### config.mk
export PLATFORM = sky130hd
export DESIGN_NAME = mole_round_ctrl
export DESIGN_NICKNAME = d
export VERILOG_FILES = /design/src/rtl/mole_round_ctrl.sv
export SDC_FILE = /design/constraint.sdc
export NUM_CORES = 1
export LEC_CHECK = 0
export BUFFER_PORTS_ARGS = -buffer_cell sky130_fd_sc_hd__buf_2
export CAP_MARGIN = 30
export CORE_AREA = 2 2 100 102
export CTS_CLUSTER_DIAMETER = 150
export DETAILED_ROUTE_END_ITERATION = 10
export DIE_AREA = 0 0 102 104
export PLACE_DENSITY = 0.68
export SLEW_MARGIN = 5
export SYNTH_ARGS = -nofsm -noshare
export SYNTH_HDL_FRONTEND = slang
export SYNTH_SLANG_ARGS = --single-unit
### constraint.sdc
create_clock -name clk -period 3.33 [get_ports clk]
set_input_delay 0.333 -clock clk [delete_from_list [all_inputs] [get_ports clk]]
set_output_delay 0.333 -clock clk [all_outputs]
set_load 0.02 [all_outputs]
### src/rtl/mole_round_ctrl.sv
// Whack-a-mole round sequencer: spawns one lit mole per round, scores
// synchronised switch hits and shows a win/lose pattern. Define LIVES_EN for the miss limit.
module mole_round_ctrl #(
  parameter int TICK_DIV   = 25000000,
  parameter int WIN_SCORE  = 3,
  parameter int HIT_WINDOW = 4,
  parameter int WIN_HOLD   = 2,
  parameter int MAX_MISSES = 3
) (
  input  logic        clk,
  input  logic        rst_n,
  input  logic        start,
  input  logic [15:0] sw,
  input  logic [3:0]  rnd,
  output logic [15:0] led,
  output logic [3:0]  score,
  output logic        busy,
  output logic        win,
  output logic        lose
);

  typedef enum logic [2:0] {
    S_IDLE, S_SPAWN, S_ARMED, S_HIT, S_MISS, S_WIN, S_LOSE
  } state_t;

  localparam int DIV_W  = (TICK_DIV > 1) ? $clog2(TICK_DIV) : 1;
  localparam int HOLD_W = (WIN_HOLD > 1) ? $clog2(WIN_HOLD) : 1;

  if (TICK_DIV < 1 || WIN_HOLD < 1 || WIN_SCORE < 1 || WIN_SCORE > 15 ||
      HIT_WINDOW < 1 || HIT_WINDOW > 15 || MAX_MISSES < 1 || MAX_MISSES > 15) begin : g_param_check
    $error("mole_round_ctrl: parameter out of legal range");
  end

  state_t              state, state_nxt;
  logic [DIV_W-1:0]    div_cnt;
  logic                tick, div_clr;
  logic [15:0]         sw_meta, sw_sync, sw_prev, sw_rise;
  logic [15:0]         tgt_mask;
  logic                tgt_hit, other_hit;
  logic [3:0]          target, target_d;
  logic [3:0]          window, window_d;
  logic [HOLD_W-1:0]   hold, hold_d;
  logic [15:0]         led_d;
  logic [3:0]          score_d;
  logic                win_d;
`ifdef LIVES_EN
  logic [3:0]          miss, miss_d;
  logic                lose_d;
`endif

  // NOTE: async active-low reset; all sequential state uses non-blocking (<=) assignments.
  always_ff @(posedge clk or negedge rst_n) begin
    if (!rst_n)                div_cnt <= '0;
    else if (div_clr || tick)  div_cnt <= '0;
    else                       div_cnt <= div_cnt + 1'b1;
  end

  assign tick = (div_cnt == DIV_W'(TICK_DIV - 1));

  // Two flops for metastability, a third as the previous sample for edge detection.
  always_ff @(posedge clk or negedge rst_n) begin
    if (!rst_n) begin
      sw_meta <= '0;
      sw_sync <= '0;
      sw_prev <= '0;
    end else begin
      sw_meta <= sw;
      sw_sync <= sw_meta;
      sw_prev <= sw_sync;
    end
  end

  assign sw_rise   = sw_sync & ~sw_prev;
  assign tgt_mask  = 16'h0001 << target;
  assign tgt_hit   = |(sw_rise & tgt_mask);
  assign other_hit = |(sw_rise & ~tgt_mask);

  // State and registered outputs; next values come from the two comb processes.
  always_ff @(posedge clk or negedge rst_n) begin
    if (!rst_n) begin
      state  <= S_IDLE;
      target <= '0;
      window <= '0;
      hold   <= '0;
      led    <= '0;
      score  <= '0;
      win    <= 1'b0;
`ifdef LIVES_EN
      miss   <= '0;
      lose   <= 1'b0;
`endif
    end else begin
      state  <= state_nxt;
      target <= target_d;
      window <= window_d;
      hold   <= hold_d;
      led    <= led_d;
      score  <= score_d;
      win    <= win_d;
`ifdef LIVES_EN
      miss   <= miss_d;
      lose   <= lose_d;
`endif
    end
  end

  always_comb begin
    state_nxt = state;
    case (state)
      S_IDLE:  if (start) state_nxt = S_SPAWN;
      S_SPAWN: if (tick)  state_nxt = S_ARMED;
      S_ARMED: begin
        // A switch edge outranks a window expiry in the same clk.
        if (other_hit)                       state_nxt = S_MISS;
        else if (tgt_hit)                    state_nxt = S_HIT;
        else if (tick && window == 4'd1)     state_nxt = S_MISS;
      end
      S_HIT:   state_nxt = (score == 4'(WIN_SCORE)) ? S_WIN : S_SPAWN;
`ifdef LIVES_EN
      S_MISS:  state_nxt = (miss == 4'(MAX_MISSES)) ? S_LOSE : S_SPAWN;
`else
      S_MISS:  state_nxt = S_SPAWN;
`endif
      S_WIN, S_LOSE:
        if (tick && hold == HOLD_W'(WIN_HOLD - 1)) state_nxt = S_IDLE;
      default: state_nxt = S_IDLE;
    endcase
  end

  // NOTE: every signal gets a default before the case so no latch is inferred.
  always_comb begin
    led_d    = led;
    score_d  = score;
    target_d = target;
    window_d = window;
    hold_d   = hold;
    win_d    = 1'b0;
    div_clr  = 1'b0;
`ifdef LIVES_EN
    miss_d   = miss;
    lose_d   = 1'b0;
`endif
    case (state)
      S_IDLE: begin
        led_d = '0;
        if (start) begin
          score_d = '0;
          div_clr = 1'b1;
`ifdef LIVES_EN
          miss_d  = '0;
`endif
        end
      end
      S_SPAWN: if (tick) begin
        target_d = rnd;
        led_d    = 16'h0001 << rnd;
        window_d = 4'(HIT_WINDOW);
      end
      S_ARMED: begin
        if (state_nxt == S_HIT) begin
          led_d   = '0;
          score_d = score + 4'd1;
        end else if (state_nxt == S_MISS) begin
          led_d   = '0;
`ifdef LIVES_EN
          miss_d  = miss + 4'd1;
`endif
        end else if (tick) begin
          window_d = window - 4'd1;
        end
      end
      // The divider restarts on result entry so the pattern lasts exactly WIN_HOLD ticks.
      S_HIT: if (state_nxt == S_WIN) begin
        led_d   = 16'hFFFF;
        win_d   = 1'b1;
        hold_d  = '0;
        div_clr = 1'b1;
      end
`ifdef LIVES_EN
      S_MISS: if (state_nxt == S_LOSE) begin
        led_d   = 16'h00FF;
        lose_d  = 1'b1;
        hold_d  = '0;
        div_clr = 1'b1;
      end
`endif
      S_WIN, S_LOSE: if (tick) begin
        if (state_nxt == S_IDLE) led_d  = '0;
        else                     hold_d = hold + 1'b1;
      end
      default: ;
    endcase
  end

  assign busy = (state != S_IDLE);
`ifndef LIVES_EN
  assign lose = 1'b0;
`endif

endmodule

# Word-level counts from Yosys, hierarchy flattened
# Index checks and enable logic that the tools add are counted.
# word_totals
register_bits	106
input_bits	23
out_inout_bits	23
wordCells	95
# op_classes
add_sub_neg	4
n_eq_ne	23
shifts	2
n_mux	32
bitwise_logic	5
reduce_logical	18
# ops
op	n
16-bit two-way mux	6
16-bit one-hot mux with 5 select lines	1
16-bit AND	3
16-bit inverter	2
16-bit OR reduction	2
1-bit by 4-bit left shift with 16-bit output (first input constant)	2
25-bit by 1-bit adder with 25-bit output (second input constant)	1
25-bit equality test (second input constant)	1
25-bit two-way mux	1
4-bit two-way mux	6
3-bit two-way mux	7
2-bit inequality test (second input constant)	10
3-bit one-hot mux with 6 select lines	1
4-bit one-hot mux with 2 select lines	2
3-bit equality test (second input constant)	5
3-bit by 2-bit equality test with 1-bit output (second input constant)	3
3-bit logical NOT	2
1-bit two-way mux	6
6-bit AND reduction	1
2-bit nonzero test	3
5-bit AND reduction	1
5-bit nonzero test	1
4-bit by 1-bit adder with 4-bit output (second input constant)	1
4-bit by 1-bit equality test with 1-bit output (second input constant)	1
13 further kinds	15

# Longest topological paths before layout
# Gate-level depths: netlist (run 1).
# depth
ltp_word	12
ltp_mapped	11

# Least setup slack after synthesis (run 1)
# No wires, ideal clock.
# synth_path
path_type	register -> register
from	register div_cnt[14]
to	register led[10]
setup_time_ns	0.121
t_arrival_ns	2.502
required_ns	3.209
slack_ns	0.707
path_stages_with_launch	10
n_path_buf	2
synth_period_minus_slack_ns	2.623
cell_sequence	dfrtp_1 nand4_1 or4_4 or4_4 nor2_4 nor4_2 or3b_1 buf_6 buf_8 o22a_1
# synth_via
elab_chain_len	9
# synth_rtl
element	line	rtl
start: declaration	35	logic [DIV_W-1:0] div_cnt;
start signal: assignment	55	else div_cnt <= div_cnt + 1'b1;
25-bit equality test (*)	58	assign tick = (div_cnt == DIV_W'(TICK_DIV - 1));
1-bit logical AND	116	else if (tick && window == 4'd1) state_nxt = S_MISS;
3-bit two-way mux	116	
3-bit two-way mux	115	else if (tgt_hit) state_nxt = S_HIT;
3-bit two-way mux	114	if (other_hit) state_nxt = S_MISS;
3-bit one-hot mux with 6 select lines	109	case (state)
3-bit by 2-bit equality test with 1-bit output (tied with other cells)	160	if (state_nxt == S_HIT) begin
3-bit inequality test (no source line) (tied with other cells)	--	
6-bit AND reduction (no source line) or 16-bit one-hot mux with 5 select lines (tied branches)	--	
end signal: assignment	97	led <= led_d;
end: declaration	15	output logic [15:0] led,
# Every way passes the cells marked *; elsewhere a longest branch is shown, timed or not.
# A chain may end at the register's enable or synchronous reset.

# Worst setup path in the final report (run 1)
# layout_path
from	register target[3]
to	register led[1]
# layout_via
elab_chain_len	9
# layout_rtl
element	line	rtl
start: declaration	40	logic [3:0] target, target_d;
start signal: assignment	94	target <= target_d;
1-bit by 4-bit left shift with 16-bit output (*)	74	assign tgt_mask = 16'h0001 << target;
16-bit AND or 16-bit inverter (tied branches)	75, 76	
16-bit OR reduction or 16-bit AND (tied branches)	75, 76	
3-bit two-way mux or 16-bit OR reduction (tied branches)	115, 76	
3-bit two-way mux (*)	114	
3-bit one-hot mux with 6 select lines (*)	109	
3-bit by 2-bit equality test with 1-bit output (tied with other cells)	160	
3-bit inequality test (no source line) (tied with other cells)	--	
6-bit AND reduction (no source line) or 16-bit one-hot mux with 5 select lines (tied branches)	--	
# Marked as above.

==> impl_metrics.yaml, run 1 <==
status:
  status: "completed"
worst_setup_path:
  r2r_start: "target[3]$_DFFE_PN0P_"
  cp.arrival_ps: 3430
  rrSetupSlack_ps: 220
  r2r-end: "led[1]$_DFFE_PN0P_"
  crit_family: "simple AND/OR/NAND/NOR gates"
  worst-path-stages: 7
  crit_buf_inv: 0
  setup.worst_path.start_class: "flop"
  required_ps: 3640
  end_kind: "flop"
  criticalPathCategory: "flop to flop"
  cp_slowest_cell: "dfrtp_1"
  cpPeakStageDelay_ps: 730
  path_cells: "nor4bb_1, o32ai_1, nor4_1, nand3_1, nor4_2, or3b_1, o22a_2"
  path_max_fanout: 22
  crit_path_end: "led[1]$_DFFE_PN0P_"
  reg2regPathDepth: 7
  setup.worst_path.start: "target[3]$_DFFE_PN0P_"
synthesis:
  synth_cell_type_count: 66
  synth_edf_count: 0
  synthFlopType: "dfrtp_1"
  syn_area_um2: 4660
  async_flop_share: 1.00
  yosys.area.top_type: "dfrtp_1"
  yosys_register_bits: 106
  synth_nets: 435
  syn_area_per_cell_um2: 11.4
  synth.top_cell.area_share: 0.570
  synth_warnings: 0
  syn_inst: 408
  synthTopCellsByArea: "dfrtp_1 57%, nor2_1 4.3%, xor2_1 2.3%"
  yosysSeqAreaShare: 0.570
sta:
  finalCritPeriodShare: 0.935
  fmax_mhz: 321
  setup_tns_ps: 0
  fin_skew_ps: 16.8
  fin_ws_ps: 216
  grt_setup_unrepaired: "false"
  report.final.slew_viol_count: 0
  finalHoldViolCount: 0
  relSlewSlack: 0.376
  setup_violations: 0
  worst_pin_slew_ps: 930
  fin_crit_ps: 3110
clock_network:
  post_cts_buffers: 0
  htree_num_levels: 3
  cts_tree: "done"
  clk-insertion-delay-late_ps: 380
  cts_resized: 0
  cts_buffers: 9
  cts_sinks: 106
  cts_root_buf: "clkbuf_8"
  cts_max_path_buffers: 2
  cts_hold_buf: 0
  clkSlewWorstSetupHoldPaths_ps: 110
global_route:
  grt_pass1_wl_mm: 14.3
  grt-ovfl-total: 0
  grtUsageTotal: 0.171
  grt_max_degree: 71
  grt_pass1_vias: 2954
  antenna_found_initial: 0
floorplan:
  rows: 36
  die_w_um: 102
  core_area_um2: 9550
  start_util: 0.488
  dieArea_um2: 10600
  pin_count: 46
  fp.dieH_um: 104
final_layout:
  layout-drive-gt1-share: 0.203
  fill_cells: 852
  layout_commonest_cell: "dfrtp_1"
  diodes: 0
  nets: 476
  areaGrowthSynthToFinish_pct: 11.2
  final_cell_mix: "106 x dfrtp_1, 53 x nor2_1, 43 x buf_2, 18 x nand2_1, 16 x nand2b_1"
power_and_ir_drop:
  p_leak_nw: 2.31
  power-per-cell-area_nw_per_um2: 507
  peakVddDrop_uv: 254
routing:
  postRouteAntennaNets: 0
  drt-vias-per-instance: 5.37
  drtIter0Drc: 184
  drc: 0
  top_layer_used: "met4"
  vias: 3151
  wl_met3_um: 309
  wl_met2_mm: 3.88
  wl_per_cell_um: 14.2
  wl_mm: 8.34
  firstDrtPassIters: 4
  m1WireLength_mm: 3.99
place:
  pre_cts_slack_ps: 259
  portBuffers: 44
  dp_hpwl_mm: 5.79
  gp_congestion: 0.806
run:
  drv_cap: 0
min_path:
  hold_class: "primary input to async pin"
[synthesized netlist by cell type, drive strengths merged, types with 2 or more instances]
cell,number
dfrtp,106
o22ai,3
a21oi,5
buf,9
o211ai,2
nand3b,5
o32ai,6
mux2,7
nand2,18
o41ai,2
o22a,16
nand4b,3
xor2,12
and2b,3
a21boi,2
inv,14
or2b,2
nor3,9
nor4,7
nor4bb,6
or3,6
nor2,54
a21o,2
ha,4
nand4,6
nor2b,3
nand2b,16
and3,5
xnor2,10
or2,3
and4b,4
nand3,14
nor3b,4
nor4b,5
clkbuf,10
or4,2
o21ai,4
[cell type report]
| cell class | count | area [µm²] | share of cell area |
|---|---|---|---|
| Clock inverter | 6 | 75.1 | 0.0145 |
| Inverter | 14 | 52.6 | 0.0101 |
| Timing Repair Buffer | 49 | 260 | 0.0503 |
| Clock buffer | 10 | 138 | 0.0266 |
| Multi-Input combinational cell | 269 | 1830 | 0.354 |
| Sequential cell | 106 | 2650 | 0.512 |
| Tap cell | 133 | 166 | 0.0321 |
[metrics by stage]
stage          instances   util  hold slack [ps]  total power [W]  cell area, µm²
3_3_place_gp         571  0.520              333          0.00182            4970
3_5_place_dp         571  0.520              335          0.00184            4970
6_report             587  0.542             59.1          0.00263            5180
2_1_floorplan        408      -             37.4          0.00171            4660
4_1_cts              587  0.542             44.8          0.00266            5180
5_1_grt              587  0.542             44.8          0.00276            5180
[registers in the layout (all words and copies together) (netlist names)]
register and cells:
div_cnt 25, led 16, sw_meta 16, sw_prev 16, sw_sync 16, score 4
target 4, window 4, state 3, hold 1, win 1
[how the worst min path moves through the flow]
stage                     depth (start not counted)  slack [ps]                    end
final                                             1          60     state[1]$_DFF_PN0_
after global routing                              1          40   sw_meta[5]$_DFF_PN0_
after CTS                                         1          40   sw_meta[0]$_DFF_PN0_
after detailed placement                          0         330  sw_sync[11]$_DFF_PN0_
after global placement                            0         330   sw_sync[2]$_DFF_PN0_
after floorplan                                   0          40   div_cnt[0]$_DFF_PN0_
[cells by family (layout without fill, tap and decap cells)]
logic type,after synthesis,count (layout),share of synthesized area
simple gates,179,179,0.224
buf+inv,33,79,0.0365
other cells,1,1,0.000805
compound gates,54,54,0.0935
flops,106,106,0.570
mux,9,9,0.0239
xor+xnor,22,22,0.0414
fa+ha+maj,4,4,0.0107
[power breakdown]
part | leakage (nW) | switching (W) | internal [W]
Clock | 0.105 | 0.000445 | 0.000377
Combinational | 0.905 | 0.000167 | 0.000142
Sequential | 1.30 | 0.0000959 | 0.00140
[layer usage]
layer / vias to the layer above / global-route usage
li1: 1531 / -
met1: 1542 / 0.239
met2: 67 / 0.260
met3: 11 / 0.0289
met4: 0 / 0.0762
met5: - / 0
No activity file was read; power rests on OpenSTA's default activity.
==> run 2: changes to the inputs <==
--- a/config.mk
+++ b/config.mk
@@ -7,11 +7,13 @@
 export LEC_CHECK = 0
 export BUFFER_PORTS_ARGS = -buffer_cell sky130_fd_sc_hd__buf_2
 export CAP_MARGIN = 30
-export CORE_AREA = 2 2 100 102
+export CELL_PAD_IN_SITES_DETAIL_PLACEMENT = 0
+export CELL_PAD_IN_SITES_GLOBAL_PLACEMENT = 1
+export CORE_AREA = 2 2 103 105
 export CTS_CLUSTER_DIAMETER = 150
 export DETAILED_ROUTE_END_ITERATION = 10
-export DIE_AREA = 0 0 102 104
-export PLACE_DENSITY = 0.68
+export DIE_AREA = 0 0 105 107
+export PLACE_DENSITY_LB_ADDON = 0.1
 export SLEW_MARGIN = 5
 export SYNTH_ARGS = -nofsm -noshare
 export SYNTH_HDL_FRONTEND = slang
==> impl_metrics.yaml, run 2 (synthesis results as in run 1) <==
power_and_ir_drop:
  power-per-cell-area_nw_per_um2: 492
  power_w: 0.00255
  p_leak_nw: 2.31
  peakVddDrop_uv: 293
routing:
  drc: 0
  wl_per_cell_um: 14.4
  postRouteAntennaNets: 0
  drt-vias-per-instance: 5.18
  vias: 3063
  wl_mm: 8.50
  firstDrtPassIters: 4
  drtIter0Drc: 99
floorplan:
  core_area_um2: 10100
  dieArea_um2: 11200
  rows: 37
  pin_count: 46
  start_util: 0.461
  die_w_um: 105
  fp.dieH_um: 107
worst_setup_path:
  cp_slowest_cell: "or3b_1"
  r2r-end: "led[0]$_DFFE_PN0P_"
  path_cells: "buf_4, nor4bb_1, o32ai_1, nor4_1, nand3_1, nor4_2, or3b_1, o22a_2"
  rrSetupSlack_ps: 340
  setup.worst_path.start_class: "flop"
  cp.arrival_ps: 3300
  reg2regPathDepth: 8
  required_ps: 3640
  end_kind: "flop"
  cpPeakStageDelay_ps: 510
  path_max_fanout: 16
  r2r_start: "target[0]$_DFFE_PN0P_"
  criticalPathCategory: "flop to flop"
  setup.worst_path.start: "target[0]$_DFFE_PN0P_"
run:
  drv_cap: 0
place:
  pre_cts_slack_ps: 291
  dp_hpwl_mm: 5.77
  gp_congestion: 0.809
  placed_area_um2: 4980
  portBuffers: 44
sta:
  grt_setup_unrepaired: "false"
  fmax_mhz: 334
  setup_violations: 0
  relSlewSlack: 0.636
  fin_crit_ps: 2990
  fin_skew_ps: 6.98
  finalHoldViolCount: 0
  setup_tns_ps: 0
  fin_ws_ps: 339
  report.final.slew_viol_count: 0
  worst_pin_slew_ps: 545
  finalCritPeriodShare: 0.898
min_path:
  hold_class: "primary input to async pin"
final_layout:
  multiInputGateArea_um2: 1830
  layout_commonest_cell: "dfrtp_1"
  final_cell_area_um2: 5180
  seqCellArea_um2: 2660
  fill_cells: 966
  largest_reg_flops: 25
  diodes: 0
  largest-register: "div_cnt"
  nets: 477
  final_cell_mix: "103 x dfrtp_1, 53 x nor2_1, 43 x buf_2, 18 x nand2_1, 16 x nand2b_1"
  layout-drive-gt1-share: 0.211
  areaGrowthSynthToFinish_pct: 11.1
clock_network:
  cts_buffers: 9
  post_cts_buffers: 0
  cts_root_buf: "clkbuf_8"
  cts_tree: "done"
  clkSlewWorstSetupHoldPaths_ps: 100
  htree_num_levels: 3
  clk-insertion-delay-late_ps: 360
  cts_max_path_buffers: 2
  cts_sinks: 106
global_route:
  grt_pass1_wl_mm: 14.7
  grt_max_degree: 107
  grt_pass1_vias: 2971
  grt-ovfl-total: 0
  grtUsageTotal: 0.164
  antenna_found_initial: 0
status:
  status: "completed"
run 2: cell count changes in the layout (fill, tap and decap cells not counted), sizes merged:
| cell | previous run | this run |
|---|---|---|
| clkinv | 3 | 1 |
| inv | 15 | 19 |
| buf | 49 | 50 |
| bufinv | 1 | 0 |
| clkbuf | 10 | 9 |
run 2: through the flow:
| stage | cells | hold WS [ps] | utilization |
|---|---|---|---|
| after floorplan | 408 | 37.4 | - |
| after global placement | 574 | 334 | 0.494 |
| after detailed placement | 574 | 336 | 0.494 |
| after CTS | 590 | 42.8 | 0.512 |
| after global routing | 591 | 34.8 | 0.513 |
| final | 591 | 28.7 | 0.513 |
run 2: area by class of cell:
| type | instances | share of cell area |
|---|---|---|
| Sequential cell | 106 | 0.513 |
| Multi-Input combinational cell | 269 | 0.354 |
| Timing Repair Buffer | 50 | 0.0541 |
| Tap cell | 136 | 0.0329 |
| Clock buffer | 9 | 0.0239 |
| Clock inverter | 7 | 0.0114 |
| Inverter | 14 | 0.0102 |
run 2: report_power, final:
part           internal (W)  switching (W)  leakage [nW]
clock network      0.000287       0.000459        0.0929
logic              0.000143       0.000165         0.915
registers           0.00140      0.0000924          1.30
run 2: metal layers:
metal	track usage	part of all wire	vias to the layer above
met5	0	0	-
met4	0.0400	0.0089	0
met3	0.0426	0.035	6
met2	0.258	0.45	41
met1	0.228	0.51	1477
li1	-	-	1539
run 2: how the worst max path moves through the flow:
| stage | endpoint | slack (ps) | depth (start not counted) |
|---|---|---|---|
| 2_1_floorplan | led[10]$_DFFE_PN0P_ | 710 | 9 |
| 5_1_grt | led[2]$_DFFE_PN0P_ | 7 | 8 |
| 6_report | led[0]$_DFFE_PN0P_ | 340 | 8 |
| 3_3_place_gp | led[2]$_DFFE_PN0P_ | 350 | 7 |
| 4_1_cts | led[0]$_DFFE_PN0P_ | 250 | 7 |
| 3_5_place_dp | led[2]$_DFFE_PN0P_ | 290 | 7 |
run 2: worst max-delay path, delay by kind of cell (launching register included):
family / cells / cell delay [ps]
AND/OR/NAND/NOR: 5 / 1810
AO/OA/AOI/OAI: 2 / 390
buffers and inverters: 1 / 230
flip-flops: 1 / 500
run 2: timing repair:
action,in CTS,in global routing
setup endpoints to repair,0,16
gates resized for setup,0,3
hold buffers,0,0
hold endpoints to repair,0,0
==> run 3: changes to the inputs <==
--- a/config.mk
+++ b/config.mk
@@ -5,14 +5,15 @@
 export SDC_FILE = /design/constraint.sdc
 export NUM_CORES = 1
 export LEC_CHECK = 0
+export ABC_AREA = 1
 export BUFFER_PORTS_ARGS = -buffer_cell sky130_fd_sc_hd__buf_2
 export CAP_MARGIN = 30
 export CELL_PAD_IN_SITES_DETAIL_PLACEMENT = 0
 export CELL_PAD_IN_SITES_GLOBAL_PLACEMENT = 1
-export CORE_AREA = 2 2 103 105
+export CORE_AREA = 2 2 108 110
 export CTS_CLUSTER_DIAMETER = 150
 export DETAILED_ROUTE_END_ITERATION = 10
-export DIE_AREA = 0 0 105 107
+export DIE_AREA = 0 0 110 112
 export PLACE_DENSITY_LB_ADDON = 0.1
 export SLEW_MARGIN = 5
 export SYNTH_ARGS = -nofsm -noshare
==> impl_metrics.yaml, run 3 <==
clock_network:
  cts_sinks: 106
  cts_hold_buf: 0
  clk-insertion-delay-late_ps: 350
  cts_tree: "done"
  post_cts_buffers: 0
  cts_root_buf: "clkbuf_16"
  cts_max_path_buffers: 2
  cts_resized: 0
  htree_num_levels: 3
  clkSlewWorstSetupHoldPaths_ps: 70
  cts_buffers: 9
worst_setup_path:
  end_kind: "flop"
  setup.worst_path.start_class: "flop"
  criticalPathCategory: "flop to flop"
  cp.arrival_ps: 2690
  required_ps: 3560
  setup.worst_path.start: "div_cnt[0]$_DFF_PN0_"
  path_max_fanout: 17
  r2r_start: "div_cnt[0]$_DFF_PN0_"
sta:
  relSlewSlack: 0.431
  fmax_mhz: 408
  fin_crit_ps: 2450
  finalCritPeriodShare: 0.737
  setup_violations: 0
  setup_tns_ps: 0
  fin_skew_ps: 8.34
  worst_pin_slew_ps: 853
  grt_setup_unrepaired: "false"
  report.final.slew_viol_count: 0
  finalHoldViolCount: 0
floorplan:
  dieArea_um2: 12300
  pin_count: 46
  rows: 39
  core_area_um2: 11200
  die_w_um: 110
  fp.dieH_um: 112
  start_util: 0.442
synthesis:
  synthTopCellsByArea: "dfrtp_1 54%, nand2_1 11%, nor2_1 6.8%"
  synth-simple-area-share: 0.331
  yosysSeqAreaShare: 0.537
  async_flop_share: 1.00
  synthFlopType: "dfrtp_1"
  synth-xor-area-share: 0.0266
  synth-compound-area-share: 0.0307
  synth.top_cell.area_share: 0.537
  synth_nets: 608
  synth_most_common_cell: "nand2_1"
  synth_top_family_by_area: "simple AND/OR/NAND/NOR gates"
  syn_inst: 581
  syn_area_per_cell_um2: 8.50
  yosys.area.top_type: "dfrtp_1"
  synth_edf_count: 0
  synth_cell_type_count: 37
  syn_area_um2: 4940
  yosys_register_bits: 106
  synth_fa_ha_area_frac: 0.0101
  yosys-top-cells-count: "140 x nand2_1, 106 x dfrtp_1, 89 x nor2_1, 53 x nand3_1, 43 x inv_1"
  synth_warnings: 0
  synthMuxAreaShare: 0
power_and_ir_drop:
  power-per-cell-area_nw_per_um2: 451
  p_leak_nw: 2.71
  power_w: 0.00253
  peakVddDrop_uv: 409
final_layout:
  final_cell_mix: "140 x nand2_1, 106 x dfrtp_1, 89 x nor2_1, 53 x nand3_1"
  areaGrowthSynthToFinish_pct: 13.6
  diodes: 0
  largest-register: "div_cnt"
  layout-drive-gt1-share: 0.146
  largest_reg_flops: 25
  fill_cells: 1118
  nets: 652
  layout_commonest_cell: "nand2_1"
place:
  portBuffers: 44
  gp_congestion: 0.816
  dp_hpwl_mm: 7.37
routing:
  drt-vias-per-instance: 4.93
  wl_mm: 10.1
  drc: 0
  wl_per_cell_um: 13.1
  firstDrtPassIters: 4
  postRouteAntennaNets: 0
  drtIter0Drc: 227
  vias: 3810
global_route:
  grt_use_met2: 0.292
  use_met1: 0.247
  grt_pass1_wl_mm: 17.7
  grtUsageTotal: 0.185
  busiest_layer: "met2"
  met3_usage: 0.0574
  grt_max_degree: 68
  grt_pass1_vias: 3728
  grt-ovfl-total: 0
  antenna_found_initial: 0
run:
  drv_cap: 0
min_path:
  hold_class: "primary input to flop"
  min-delay-start: "sw[6]"
status:
  status: "completed"
## run 3: changes by cell type after synthesis, moves of 7 or more
cell / previous run / this run
nand2_1: 18 / 140
inv_1: 14 / 43
inv_2: 0 / 16
mux2_2: 7 / 0
nor3_1: 8 / 15
nand2b_1: 16 / 0
nor2_1: 53 / 89
o22a_1: 10 / 0
nand3_1: 14 / 53
nand4_1: 6 / 34
## run 3: report_power, final
group / internal [W] / leakage, nW / switching (W)
logic: 0.0000257 / 1.32 / 0.0000604
clock network: 0.000646 / 0.152 / 0.000464
registers: 0.00132 / 1.24 / 0.0000135
total: 0.00199 / 2.71 / 0.000538
## run 3: path summary, 6_finish.rpt
kind	endpoint	cells past startpoint	slack, ps
setup / recovery	led[12]$_DFFE_PN0P_	12	880
max in group asynchronous	score[1]$_DFFE_PN0P_	2	2510
hold / removal	sw_meta[6]$_DFF_PN0_	1	90
min in group asynchronous	sw_sync[4]$_DFF_PN0_	1	100
setup reg to reg	led[12]$_DFFE_PN0P_	12	880
hold reg to reg	sw_sync[1]$_DFF_PN0_	0	350
## run 3: metal layers
layer  up-vias  share of wire
met1      1793           0.48
met3         7          0.035
met5         -              0
met2        44           0.48
met4         0         0.0091
li1       1966              -
## run 3: through the flow
step | instance area [µm²] | util | hold WS (ps) | cells | worst slack, ps
after global routing | 5610 | 0.502 | 67.5 | 773 | 536
final | 5610 | 0.502 | 86.7 | 773 | 876
after CTS | 5610 | 0.502 | 74.7 | 773 | 848
after detailed placement | 5290 | 0.474 | 335 | 757 | 863
after floorplan | 4940 | - | 37.4 | 581 | 1320
after global placement | 5290 | 0.474 | 335 | 757 | 928
## run 3: kinds of logic after synthesis
| group | count (synthesis) |
|---|---|
| buffers and inverters | 76 |
| adders and majority gates | 4 |
| AOI/OAI and AO/OA | 25 |
| DFF | 106 |
| other | 1 |
| xor gates and xnor gates | 15 |
| and+or+nand+nor | 354 |
## run 3: final cells by class
cell class	instances	area, µm²	area share
Timing Repair Buffer	46	250	0.0446
Tap cell	143	179	0.0319
Clock inverter	3	46.3	0.00826
Inverter	63	236	0.0422
Sequential cell	106	2650	0.473
Clock buffer	13	270	0.0482
Multi-Input combinational cell	399	1970	0.352
## run 3: worst max-delay path: stages, from the launching register on
cell and delay (ps):
dfrtp_1 370, ha_1 170, nand2_1 100, nor2_4 130
nand3_2 90, nor2_4 160, nand2_4 90, nand2_4 80
nand2_4 60, a211oi_4 600, nand3_4 270, nand2_1 120
nand2_1 60
